--- src/rtl/ibus_timer.sv ---
// Bus-mapped 16-bit timer: prescaler, compare/auto-reload, sticky match flag
// and a level interrupt, accessed over a single-cycle read/write word bus.
module ibus_timer #(
    parameter logic [17:0] BASE_ADR = 18'h3F000
) (
    input  logic        clk,
    input  logic        rst_n,
    input  logic        ibus_ren,
    input  logic [17:0] ibus_radr,
    output logic [15:0] ibus32_rdata,
    input  logic        ibus_wen,
    input  logic [17:0] ibus_wadr,
    input  logic [15:0] ibus32_wdata,
    output logic        interrupt_0
);

    localparam logic [2:0] OFF_CTRL   = 3'd0;
    localparam logic [2:0] OFF_PRE    = 3'd1;
    localparam logic [2:0] OFF_CMP    = 3'd2;
    localparam logic [2:0] OFF_CNT    = 3'd3;
    localparam logic [2:0] OFF_STATUS = 3'd4;

    logic        en;
    logic        auto_rl;
    logic        ien;
    logic [15:0] prescale;
    logic [15:0] compare;
    logic [15:0] count;
    logic [15:0] pre_cnt;
    logic        match;

    logic        r_hit;
    logic        w_hit;
    logic [2:0]  r_off;
    logic [2:0]  w_off;
    logic        tick;
    logic        hit_cmp;
    logic        wr_ctrl;
    logic        wr_pre;
    logic        wr_cmp;
    logic        wr_cnt;
    logic        wr_stat;
    logic [15:0] rd_mux;

    assign r_hit = ibus_ren && (ibus_radr[17:3] == BASE_ADR[17:3]);
    assign w_hit = ibus_wen && (ibus_wadr[17:3] == BASE_ADR[17:3]);
    assign r_off = ibus_radr[2:0];
    assign w_off = ibus_wadr[2:0];

    assign tick    = en && (pre_cnt == prescale);
    assign hit_cmp = tick && (count == compare);

    assign wr_ctrl = w_hit && (w_off == OFF_CTRL);
    assign wr_pre  = w_hit && (w_off == OFF_PRE);
    assign wr_cmp  = w_hit && (w_off == OFF_CMP);
    assign wr_cnt  = w_hit && (w_off == OFF_CNT);
    assign wr_stat = w_hit && (w_off == OFF_STATUS);

    // Mux sees current register values, so a same-cycle write is not visible.
    always_comb begin
        rd_mux = 16'h0000;
        if (r_hit) begin
            case (r_off)
                OFF_CTRL:   rd_mux = {13'd0, ien, auto_rl, en};
                OFF_PRE:    rd_mux = prescale;
                OFF_CMP:    rd_mux = compare;
                OFF_CNT:    rd_mux = count;
                OFF_STATUS: rd_mux = {15'd0, match};
                default:    rd_mux = 16'h0000;
            endcase
        end
    end

    always_ff @(posedge clk) begin
        if (!rst_n) begin
            en           <= 1'b0;
            auto_rl      <= 1'b0;
            ien          <= 1'b0;
            prescale     <= 16'h0000;
            compare      <= 16'hFFFF;
            count        <= 16'h0000;
            pre_cnt      <= 16'h0000;
            match        <= 1'b0;
            ibus32_rdata <= 16'h0000;
            interrupt_0  <= 1'b0;
        end else begin
            if (!en || tick) begin
                pre_cnt <= 16'h0000;
            end else begin
                pre_cnt <= pre_cnt + 16'd1;
            end

            if (hit_cmp) begin
                match <= 1'b1;
                if (auto_rl) begin
                    count <= 16'h0000;
                end else begin
                    en <= 1'b0;
                end
            end else if (tick) begin
                count <= count + 16'd1;
            end

            // CPU writes override the timer's own updates.
            if (wr_ctrl) begin
                en      <= ibus32_wdata[0];
                auto_rl <= ibus32_wdata[1];
                ien     <= ibus32_wdata[2];
            end
            if (wr_pre) begin
                prescale <= ibus32_wdata;
                pre_cnt  <= 16'h0000;
            end
            if (wr_cmp) begin
                compare <= ibus32_wdata;
            end
            if (wr_cnt) begin
                count   <= ibus32_wdata;
                pre_cnt <= 16'h0000;
            end
            if (wr_stat && ibus32_wdata[0] && !hit_cmp) begin
                match <= 1'b0;
            end

            ibus32_rdata <= rd_mux;
            interrupt_0  <= match & ien;
        end
    end

endmodule

--- config.mk ---
export PLATFORM = sky130hd
export DESIGN_NAME = ibus_timer
export DESIGN_NICKNAME = d
export VERILOG_FILES = /design/src/rtl/ibus_timer.sv
export SDC_FILE = /design/constraint.sdc
export NUM_CORES = 1
export LEC_CHECK = 0
export ABC_CLOCK_PERIOD_IN_PS = 1800
export CAP_MARGIN = 20
export CORE_MARGIN = 10
export CORE_UTILIZATION = 48
export CTS_CLUSTER_SIZE = 24
export DETAILED_ROUTE_END_ITERATION = 12
export GPL_TIMING_DRIVEN = 0
export PLACE_DENSITY = 0.85
export SLEW_MARGIN = 20
export SYNTH_ARGS = -nofsm -noshare
export SYNTH_HDL_FRONTEND = slang
export SYNTH_SLANG_ARGS = --single-unit
--- constraint.sdc ---
create_clock -name clk -period 1.8 [get_ports clk]
set_input_delay 0.18 -clock clk [delete_from_list [all_inputs] [get_ports clk]]
set_output_delay 0.18 -clock clk [all_outputs]
set_load 0.02 [all_outputs]
==> results.md <==
- Status: finished, violations left
- Failing checks: negative setup slack
- Synthesized area: 4430 sq um
- Min-delay src: rst_n
- TritonCTS Buffers: 9
- CP max stage cell: nor4_4
- Core Util, Final: 67.9%
- Fmax: 0.446 GHz
- Ant diodes: 0
- Largest net degree at the start of global routing: 16
- H-tree depth: 3
- Die W: 116 microns
- Die height: 116 microns
- Leak: 2.20 nW
- Net Count, Synth: 549
- Synth Instances: 491
- Worst Path Max Fanout: 5
- Routed wire per std cell: 21.1 microns
- Power per cell area: 581 nW/um^2
- Post-synth top cells: dfxtp_1 (85), nand2_1 (58), nor2_1 (36)
- Worst IR Drop VDD: 472 uV
- Cell taking the most area after synthesis: dfxtp_1
- Critical path's top delay family: simple AND/OR/NAND/NOR gates
- Worst-path cell chain: xnor2_2, nand4_1, nor4_4, buf_6, buf_12, nand4_1, o2bb2ai_1, o2bb2ai_1
- Total Power: 3.59 mW
- Clock-pin slew on the worst setup and hold paths: 90 ps
- Via density: 6.27
- # DRC: 0
- Fin nets: 661
- Ports: 73
- Min-Delay Path Class: in2reg
- Syn-to-layout area delta: 39.6%
- Number of antenna violations at the first check in global routing: 0
- Vias in the first global route: 4274
- Initial core utilization: 48.7%
- Worst-Margin Slew: 652 ps
- Setup crit start kind: flip-flop
- Hold Vio Cnt, Final: 0
- R2R Setup Slk: -440 ps
- IO Port Bufs: 68
- Async SR Flop Fraction: 0%
- WL final: 15200 microns
- Placement Rows: 35
- Hold Path End: interrupt_0$_SDFF_PN0_
- Worst setup margin: -441 ps
- Crit path required time: 2080 ps
- Final TNS setup: -6170 ps
- Routed vias: 4505
- Iter 0 DRT Violations: 480
- Crit path buffers/inverters: 2
- CP Capture Type: flip-flop
- DRT Pass-1 Iters: 5
- HPWL Detailed: 9900 microns
- Hold Crit Depth: 2
- Post-detailed-route count of antenna-violating nets: 0
- Synth area leaders: dfxtp_1 (38%), xor2_1 (5.5%), nand2_1 (4.9%)
- Final setup fails: 33
- Layout cells sized above 1: 31.3%
- Placed inst area: 5300 sq um
- Fill count: 662
- Design Area, Final: 6190 sq um
- Gr usage total: 21.4%
- WS Path Type: reg2reg
- Core Footprint: 9110 sq um
- Worst hold slack: 144 ps
- Crit path DAT: 2520 ps
- Largest stage delay on the critical path: 460 ps
- Flops & latches, synth: 85
- Slew Limit Headroom: 56.5%
- Top FF cell, synth: dfxtp_1
- Clk_skew: 10.6 ps
- Top-count cell post-synth: dfxtp_1
- Clock buffer depth: 2
- Synthesis warning total: 0
- Reg2reg path depth: 8
- Hold-fix buffers, CTS: 0
- Congestion Overflow GR: 0
- Worst skew pair latency: 370 ps
- Worst r2r src: prescale[12]$_SDFFE_PN0P_
- RSZ-0062 raised after global routing: yes
- Fin crit share: 124%
- Clock root cell: clkbuf_8
- Die Area: 13500 sq um
- Avg Inst Size Synth: 9.03 sq um
- Unique masters post-synth: 56
- Gpl congestion: 0.935
- Minimum clock period: 2240 ps
- First-pass GRT wire length: 22700 microns
- Reg-to-reg endpoint: count[4]$_SDFFE_PN0P_
- Sink Count: 85
- Max cap viols: 0
- Post-synth top area share: 38.4%
- Post-synth EDFFs: 0
- CTS tree: yes
- Slew Limit Fails: 0
- Register area share after synthesis: 38.4%
-- timing repair --
action / in CTS / in global routing
gates cloned: 3 / 0
pin swaps: 38 / 27
endpoints found under the setup margin: 71 / 68
resized for setup: 97 / 51
setup buffers: 27 / 8
-- power by group --
part           total (mW)  switching [mW]  internal (mW)
clock network        1.42           0.735          0.686
logic               0.299           0.150          0.149
registers            1.87         0.00839           1.86
total                3.59           0.893           2.70
-- layout by cell type, fill, tap and decap left out, types with 3 or more instances in the layout --
cell type	count
a21o_1	4
a21oi_1	26
a21oi_2	5
a22o_1	4
a22oi_1	13
and3_1	5
and4_1	4
buf_4	34
buf_6	13
clkbuf_1	12
clkbuf_2	5
clkbuf_8	10
clkdlybuf4s15_1	3
clkdlybuf4s50_1	52
dfxtp_1	47
dfxtp_2	25
dfxtp_4	13
dlygate4sd2_1	10
inv_1	7
mux2_2	19
mux2i_1	17
mux4_2	3
nand2_1	57
nand3_1	22
nand4_1	18
nor2_1	29
nor2_2	6
nor2b_1	6
nor3_1	5
nor3_2	3
nor4_1	4
nor4_4	5
o211ai_1	8
o2bb2ai_1	5
o2bb2ai_2	3
xnor2_1	16
xnor2_2	7
xor2_1	25
-- cell families after synthesis --
kind of cell	share of synthesized area, %
buf+inv	5.19
fa+ha+maj	0.564
xor+xnor	10.1
compound gates	12.7
mux	10.8
simple gates	22.3
flops	38.4
-- per-stage QoR --
stage,worst slack [ps],std cells
3_3_place_gp,-771,670
6_report,-441,719
3_5_place_dp,-810,670
4_1_cts,-167,714
2_1_floorplan,-30.3,491
5_1_grt,-430,719
-- worst max-delay path by stage --
stage                                    from               endpoint  slack [ps]  depth (start not counted)
CTS                     count[1]$_SDFFE_PN0P_  count[0]$_SDFFE_PN0P_        -170                          6
detailed placement              ibus_wadr[11]  count[2]$_SDFFE_PN0P_        -810                          8
global placement                ibus_wadr[11]  count[2]$_SDFFE_PN0P_        -770                          8
finish              prescale[12]$_SDFFE_PN0P_  count[4]$_SDFFE_PN0P_        -440                          8
floorplan              count[10]$_SDFFE_PN0P_  count[0]$_SDFFE_PN0P_         -30                          7
global route        prescale[12]$_SDFFE_PN0P_  count[8]$_SDFFE_PN0P_        -430                          8
-- worst register-to-register path, stage by stage (launching register included) --
cell,delay (ps)
dfxtp_2,400
xnor2_2,130
nand4_1,200
nor4_4,460
buf_6,180
buf_12,110
nand4_1,240
o2bb2ai_1,290
o2bb2ai_1,150
-- area by class of cell --
class / instances / area, sq um / area share (%)
well taps: 111 / 139 / 2.24
flip-flops and latches: 85 / 1780 / 28.8
repair buffers: 106 / 986 / 15.9
plain buffers: 29 / 209 / 3.38
clock inverters: 6 / 67.6 / 1.09
clock buffers: 10 / 138 / 2.22
multi-input cells: 364 / 2840 / 45.8
inverters: 8 / 30.0 / 0.485
-- metal layers --
layer	track usage, %	part of all wire [%]
met1	26.8	39
met2	33.1	45
met3	6.11	11
met4	10.3	5.2
met5	0	0
-- sequential cells by signal (all words and copies together) (netlist names) --
register	cells
compare	16
count	16
ibus32_rdata	16
pre_cnt	16
prescale	16
auto_rl	1
en	1
ien	1
interrupt_0	1
match	1
No activity file was read; power rests on OpenSTA's default activity.
